===== config.mk =====
export PLATFORM = sky130hd
export DESIGN_NAME = button_debounce
export DESIGN_NICKNAME = d
export VERILOG_FILES = /design/src/rtl/button_debounce.sv
export SDC_FILE = /design/constraint.sdc
export NUM_CORES = 1
export LEC_CHECK = 0
export ABC_AREA = 1
export CORE_MARGIN = 1.5
export CORE_UTILIZATION = 57
export CTS_BUF_LIST = sky130_fd_sc_hd__clkbuf_8
export DETAILED_ROUTE_END_ITERATION = 7
export PLACE_DENSITY = 0.82
export SLEW_MARGIN = 20
export SYNTH_ARGS = -nofsm -noshare
export SYNTH_HDL_FRONTEND = slang
export SYNTH_SLANG_ARGS = --single-unit

===== constraint.sdc =====
create_clock -name clk_100MHz -period 1.5 [get_ports clk_100MHz]
set_input_delay 0.225 -clock clk_100MHz [delete_from_list [all_inputs] [get_ports clk_100MHz]]
set_output_delay 0.225 -clock clk_100MHz [all_outputs]
set_load 0.01 [all_outputs]

===== src/rtl/button_debounce.sv =====
// Synchronizes and debounces NUM_BTN raw push-button/switch inputs, producing a
// clean level, one-cycle press/release strobes and a press-toggled latch per channel.
module button_debounce #(
    parameter int NUM_BTN         = 4,
    parameter int DEBOUNCE_CYCLES = 1_000_000,
    parameter int SYNC_STAGES     = 2
) (
    input  logic               clk_100MHz,
    input  logic               reset,
    input  logic [NUM_BTN-1:0] btn_in,
    output logic [NUM_BTN-1:0] btn_state,
    output logic [NUM_BTN-1:0] btn_press,
    output logic [NUM_BTN-1:0] btn_release,
    output logic [NUM_BTN-1:0] btn_toggle
);

    localparam int               CNT_W   = $clog2(DEBOUNCE_CYCLES + 1);
    localparam logic [CNT_W-1:0] CNT_MAX = CNT_W'(DEBOUNCE_CYCLES - 1);

    logic [NUM_BTN-1:0] sync_q [SYNC_STAGES];
    logic [NUM_BTN-1:0] sync;

    logic [CNT_W-1:0]   cnt     [NUM_BTN];
    logic [CNT_W-1:0]   cnt_nxt [NUM_BTN];
    logic [NUM_BTN-1:0] state_nxt;
    logic [NUM_BTN-1:0] press_nxt;
    logic [NUM_BTN-1:0] release_nxt;

    assign sync = sync_q[SYNC_STAGES-1];

    // Synchronizer chain
    always_ff @(posedge clk_100MHz) begin
        if (reset) begin
            for (int s = 0; s < SYNC_STAGES; s++) begin
                sync_q[s] <= '0;
            end
        end else begin
            sync_q[0] <= btn_in;
            for (int s = 1; s < SYNC_STAGES; s++) begin
                sync_q[s] <= sync_q[s-1];
            end
        end
    end

    // Stability counter: any return to the accepted level restarts qualification
    always_comb begin
        state_nxt   = btn_state;
        press_nxt   = '0;
        release_nxt = '0;
        for (int i = 0; i < NUM_BTN; i++) begin
            cnt_nxt[i] = cnt[i];
            if (sync[i] == btn_state[i]) begin
                cnt_nxt[i] = '0;
            end else if (cnt[i] == CNT_MAX) begin
                cnt_nxt[i]     = '0;
                state_nxt[i]   = sync[i];
                press_nxt[i]   = sync[i];
                release_nxt[i] = ~sync[i];
            end else begin
                cnt_nxt[i] = cnt[i] + CNT_W'(1);
            end
        end
    end

    // Debounced outputs, strobes registered alongside the level
    always_ff @(posedge clk_100MHz) begin
        if (reset) begin
            for (int i = 0; i < NUM_BTN; i++) begin
                cnt[i] <= '0;
            end
            btn_state   <= '0;
            btn_press   <= '0;
            btn_release <= '0;
            btn_toggle  <= '0;
        end else begin
            for (int i = 0; i < NUM_BTN; i++) begin
                cnt[i] <= cnt_nxt[i];
            end
            btn_state   <= state_nxt;
            btn_press   <= press_nxt;
            btn_release <= release_nxt;
            btn_toggle  <= btn_toggle ^ press_nxt;
        end
    end

endmodule


==> results of run 1 <==
## layer usage
metal,vias up,part of all wire
li1,2369,-
met1,2107,0.45
met2,111,0.49
met3,19,0.040
met4,0,0.017
met5,-,0
## area by class of cell
cell class	count	area [um2]	area share
inverters	79	297	0.0506
clock inverters	6	83.8	0.0143
multi-input cells	534	2680	0.457
repair buffers	47	430	0.0734
flip-flops and latches	104	2100	0.358
well taps	108	135	0.0230
clock buffers	10	138	0.0235
## path summary, 6_finish.rpt
kind,from,endpoint,cells after the start
setup / recovery,btn_press[3]$_SDFF_PP0_,btn_press[3],1
hold / removal,btn_in[1],sync_q[0][1]$_SDFF_PP0_,3
setup reg to reg,cnt[2][1]$_SDFF_PP0_,cnt[2][10]$_SDFF_PP0_,7
hold reg to reg,sync_q[0][3]$_SDFF_PP0_,sync_q[0][7]$_SDFF_PP0_,2
## per-stage QoR
step	cell area (um2)	TNS [ps]
after floorplan	5020	0
after global placement	5480	-143
after detailed placement	5480	-2150
after CTS	5700	0
after global routing	5860	-1030
final	5860	0
## cells by family (layout without fill, tap and decap cells)
logic type      after synthesis  count (layout)  synth area share
xor+xnor                     28              28            0.0489
flops                       104             104             0.415
buf+inv                      87             142            0.0711
fa+ha+maj                     4               4           0.00998
simple gates                455             456             0.408
compound gates               46              46            0.0474
## power breakdown
part | internal, mW | total [mW] | switching (mW) | leakage [nW]
clock | 0.977 | 1.95 | 0.969 | 0.110
combinational | 0.0452 | 0.103 | 0.0576 | 1.08
sequential | 2.77 | 2.78 | 0.00684 | 0.846
total | 3.79 | 4.83 | 1.03 | 2.04
## registers in the layout, indices dropped and copies added, names as in the netlist
register     count
btn_press        4
btn_release      4
cnt             80
sync_q           8
btn_toggle       4
btn_state        4
## repair_timing
| action | 4_1_cts | 5_1_grt |
|---|---|---|
| endpoints found under the setup margin | 8 | 74 |
| gates cloned | 0 | 1 |
| hold buffers | 0 | 0 |
| setup buffers | 0 | 5 |
| resized for setup | 11 | 39 |
| endpoints found under the hold margin | 0 | 0 |
| pin swaps | 0 | 3 |
## cell usage in the layout (no fill, tap or decap), types with 6 or more instances in the layout
| cell | instances |
|---|---|
| dlygate4sd2_1 | 8 |
| nand4_1 | 17 |
| a21oi_1 | 34 |
| inv_1 | 74 |
| nor2_2 | 19 |
| or2_2 | 7 |
| xor2_1 | 20 |
| nor3_1 | 22 |
| nand2_1 | 176 |
| o21ai_0 | 6 |
| dfxtp_2 | 14 |
| clkdlybuf4s50_1 | 9 |
| nand3_1 | 25 |
| nand3b_1 | 10 |
| buf_4 | 24 |
| dfxtp_1 | 90 |
| nand3_2 | 7 |
| clkbuf_8 | 10 |
| nor2_1 | 150 |
| xnor2_1 | 8 |
==> impl_metrics.ini, run 1 <==
[status]
status = complete, no violations

[clock_tree]
cts_root_buffer = clkbuf_8
clock_path_buffers = 2
clock_latency_ps = 370
tritoncts = yes
clkTransAtPathRegs_ps = 90
cts_made_buffers = 9
cts_max_level = 3
cts_sinks = 104

[cells_and_area]
nNetsFinal = 785
synthToLayoutAreaGrowth_pct = 16.9
final_cells = 888
final_layout_size_suffix_gt1_frac = 0.145
fillerInstances = 740
fin_util = 0.679
num_antenna_cells = 0

[route]
wl_per_cell_um = 12.5
dr.pass1.iters = 7
postRouteAntennaNets = 0
wirelength_um = 11100
viasPerCell = 5.19
num_vias = 4606
drtIter0Drc = 160
drc = 0

[logic_synthesis]
synth_top_cells_by_area = dfxtp_1 (42%), nand2_1 (13%), nor2_1 (12%)
async_flop_share = 0
ys_seq_area_frac = 0.415
netlist.area_leader.share = 0.415
syn_area_mm2 = 0.00502
syn_nets = 734
yosys_warnings = 0
synth.most_common_cell = nand2_1
synth_common_cells = nand2_1 (178), nor2_1 (157), dfxtp_1 (104)
synth_top_area_cell = dfxtp_1
ys_ff_latch = 104
synth-main-ff-cell = dfxtp_1
synth_cells = 724
synth_edf_count = 0
synth_cell_types = 34
synth_area_per_cell_um2 = 6.93

[sta]
min_period_ps = 1470
period_share = 0.978
finalHoldViolCount = 0
slew-limit-headroom = 0.719
worst_pin_slew_ps = 418
rsz0062_at_grt = yes
fmax_ghz = 0.682
whs_ps = 364
setup_viol = 0
clock_skew_ps = 5.26
setup_ws_ps = 33.7
slew_viol_final = 0

[pwr]
vdd_drop_max_mv = 0.612
p_leak_nw = 2.04
p_per_area_mw_per_mm2 = 823
power.total_mw = 4.83

[floorplanning]
core-area_mm2 = 0.00864
die-area_mm2 = 0.00937
num_rows = 34
die_h_um = 96.8
io-pin-count = 22
start_util = 0.581
die_w_um = 96.8

[setup_path]
start_kind = flip-flop
worst-path-buf-inv = 1
cp_max_fo = 1
cpPeakStageDelay_ps = 530
worstPathCellList = clkdlybuf4s50_1
regToRegSetupSlack_ps = 60
slowest_stage = clkdlybuf4s50_1
crit_arrival_ps = 1240
crit_path_end_kind = primary output
path_class = reg -> out
worstPathRequired_ps = 1270
path_delay_family = buffers and inverters

[grt]
antenna_found_initial = 0
track_usage = 0.237
grt_pass1_wl_um = 18700
grt_pass1_vias = 4446
grt_max_degree = 21
use_met3 = 0.0368
met2_usage = 0.416
met1_usage = 0.290
grt_most_used_layer = met2
globalRouteOverflowTotal = 0

[placement]
place_ws_ps = -96.9
io_buffers = 21
place_congestion = 0.881
placed_cells = 866
hpwl_um = 7670

[worst_hold_path]
hold_class = in -> reg

[flow_run]
cap_violations = 0
Note: power is estimated with default switching activity, not from simulation.
==> run 2: changes to the inputs <==
--- a/config.mk
+++ b/config.mk
@@ -7,11 +7,12 @@
 export LEC_CHECK = 0
 export ABC_AREA = 1
 export CORE_MARGIN = 1.5
-export CORE_UTILIZATION = 57
-export CTS_BUF_LIST = sky130_fd_sc_hd__clkbuf_8
+export CORE_UTILIZATION = 60
+export CTS_BUF_LIST = sky130_fd_sc_hd__clkbuf_8 sky130_fd_sc_hd__clkbuf_16
 export DETAILED_ROUTE_END_ITERATION = 7
 export PLACE_DENSITY = 0.82
 export SLEW_MARGIN = 20
 export SYNTH_ARGS = -nofsm -noshare
 export SYNTH_HDL_FRONTEND = slang
 export SYNTH_SLANG_ARGS = --single-unit
+export TNS_END_PERCENT = 30
==> constraint.sdc (replaced) <==
create_clock -name clk_100MHz -period 1.6 [get_ports clk_100MHz]
set_input_delay 0.24 -clock clk_100MHz [delete_from_list [all_inputs] [get_ports clk_100MHz]]
set_output_delay 0.24 -clock clk_100MHz [all_outputs]
set_load 0.01 [all_outputs]
==> impl_metrics.ini, run 2 (synthesized netlist as in run 1, its figures left out) <==
[placement]
placed_cells = 859
io_buffers = 21
hpwl_um = 7640
place_congestion = 0.876
postPlaceCellArea_mm2 = 0.00544

[clock_tree]
cts_hold_buf = 0
cts_root_buffer = clkbuf_8
cts_sinks = 104
clock_path_buffers = 2
cts_made_buffers = 9
clkTransAtPathRegs_ps = 100
cts_setup_buffers = 0
tritoncts = yes
cts_max_level = 3
clock_latency_ps = 370

[floorplanning]
num_rows = 33
die-area_mm2 = 0.00892
die_w_um = 94.4
core-area_mm2 = 0.00818
die_h_um = 94.4
start_util = 0.614
io-pin-count = 22

[cells_and_area]
final_cell_area_mm2 = 0.00573
final_cells = 876
final_layout_size_suffix_gt1_frac = 0.112
nNetsFinal = 776
largestRegisters = cnt (80), sync_q (8)
final_common_cell = nand2_1
layout.cells.most_common_list = nand2_1 (178), nor2_1 (156), dfxtp_1 (100)
top_register = cnt
fillerInstances = 703
synthToLayoutAreaGrowth_pct = 14.2
num_antenna_cells = 0
largest_reg_flops = 80

[grt]
grt_pass1_vias = 4148
antenna_found_initial = 0
track_usage = 0.245
grt_pass1_wl_um = 17700
globalRouteOverflowTotal = 0
grt_max_degree = 21

[pwr]
vdd_drop_max_mv = 0.600
power.total_mw = 4.58
p_leak_nw = 1.89
p_per_area_mw_per_mm2 = 799

[route]
wirelength_um = 10300
num_vias = 4550
dr.pass1.iters = 5
drc = 0
drtIter0Drc = 197
wl_per_cell_um = 11.8
postRouteAntennaNets = 0
viasPerCell = 5.19

[setup_path]
start_kind = flip-flop
path_class = reg -> out
path_delay_family = buffers and inverters
cpPeakStageDelay_ps = 550
timing.rr.start = cnt[0][1]$_SDFF_PP0_
cp_max_fo = 3
crit_path_end_kind = primary output
r2r_cells = 7
crit_arrival_ps = 1300
worstPathCellList = clkdlybuf4s50_1
slowest_stage = clkdlybuf4s50_1
regToRegSetupSlack_ps = 90
worst-path-buf-inv = 1
worstPathRequired_ps = 1360
r2r-end = cnt[0][18]$_SDFF_PP0_

[worst_hold_path]
hold_end = sync_q[0][0]$_SDFF_PP0_
min_from = btn_in[0]
hold_class = in -> reg
hold_depth = 3

[sta]
setup_viol = 0
min_period_ps = 1540
slew-limit-headroom = 0.729
clock_skew_ps = 9.45
fmax_ghz = 0.649
finalHoldViolCount = 0
setup_tns_ps = 0
period_share = 0.963
slew_viol_final = 0
rsz0062_at_grt = no
worst_pin_slew_ps = 404

[status]
status = complete, no violations

[flow_run]
cap_violations = 0
## run 2: changes by cell type in the layout (fill, tap and decap cells not counted), moves of 3 or more
cell             previous run  this run
dlygate4sd2_1               8         0
dfxtp_2                    14         4
nor2_1                    150       156
dfxtp_1                    90       100
dlymetal6s2s_1              4         1
nor2_2                     19        14
clkdlybuf4s50_1             9        20
buf_4                      24        15
## run 2: how the worst max path moves through the flow
stage	from	slack (ps)	to	cells past startpoint
after global routing	cnt[3][0]$_SDFF_PP0_	1	cnt[3][11]$_SDFF_PP0_	8
after detailed placement	reset	-70	cnt[0][15]$_SDFF_PP0_	5
after CTS	btn_toggle[0]$_SDFF_PP0_	10	btn_toggle[0]	1
after floorplan	cnt[3][0]$_SDFF_PP0_	120	cnt[3][15]$_SDFF_PP0_	9
final	btn_toggle[3]$_SDFF_PP0_	60	btn_toggle[3]	1
after global placement	reset	8	cnt[3][12]$_SDFF_PP0_	7
## run 2: cell type report
cell class | instances | area (um2) | share of cell area
clock inverters | 5 | 85.1 | 0.0148
clock buffers | 11 | 151 | 0.0264
inverters | 79 | 297 | 0.0517
well taps | 105 | 131 | 0.0229
flip-flops and latches | 104 | 2090 | 0.364
multi-input cells | 533 | 2610 | 0.456
repair buffers | 39 | 368 | 0.0642
## run 2: stage by stage
step / setup slack (ps) / util / hold slack, ps
floorplan: 121 / - / 347
global placement: 8.44 / 0.665 / 391
detailed placement: -65.5 / 0.665 / 397
CTS: 11.6 / 0.695 / 372
global route: 1.19 / 0.701 / 386
finish: 59.9 / 0.701 / 380
## run 2: where the power goes
part	internal [mW]	switching, mW
logic	0.0420	0.0516
clock network	0.978	0.904
registers	2.60	0.00614
total	3.62	0.962
## run 2: routing by layer
metal	GRT usage	vias up	part of all wire
met5	0	-	0
met4	0.0846	0	0.013
met3	0.0419	17	0.039
met2	0.432	103	0.51
met1	0.299	2074	0.44
li1	-	2356	-
## run 2: what timing repair did
item	in CTS	in global routing
gates resized for setup	3	17
hold endpoints to repair	0	0
gates cloned	0	1
pin swaps	0	1
setup endpoints to repair	3	48
==> run 3: changes to the inputs <==
--- a/config.mk
+++ b/config.mk
@@ -9,6 +9,7 @@
 export CORE_MARGIN = 1.5
 export CORE_UTILIZATION = 60
 export CTS_BUF_LIST = sky130_fd_sc_hd__clkbuf_8 sky130_fd_sc_hd__clkbuf_16
+export CTS_CLUSTER_DIAMETER = 40
 export DETAILED_ROUTE_END_ITERATION = 7
 export PLACE_DENSITY = 0.82
 export SLEW_MARGIN = 20
==> results of run 3 <==
Final layout, timing and power as in run 2 (identical DEF).
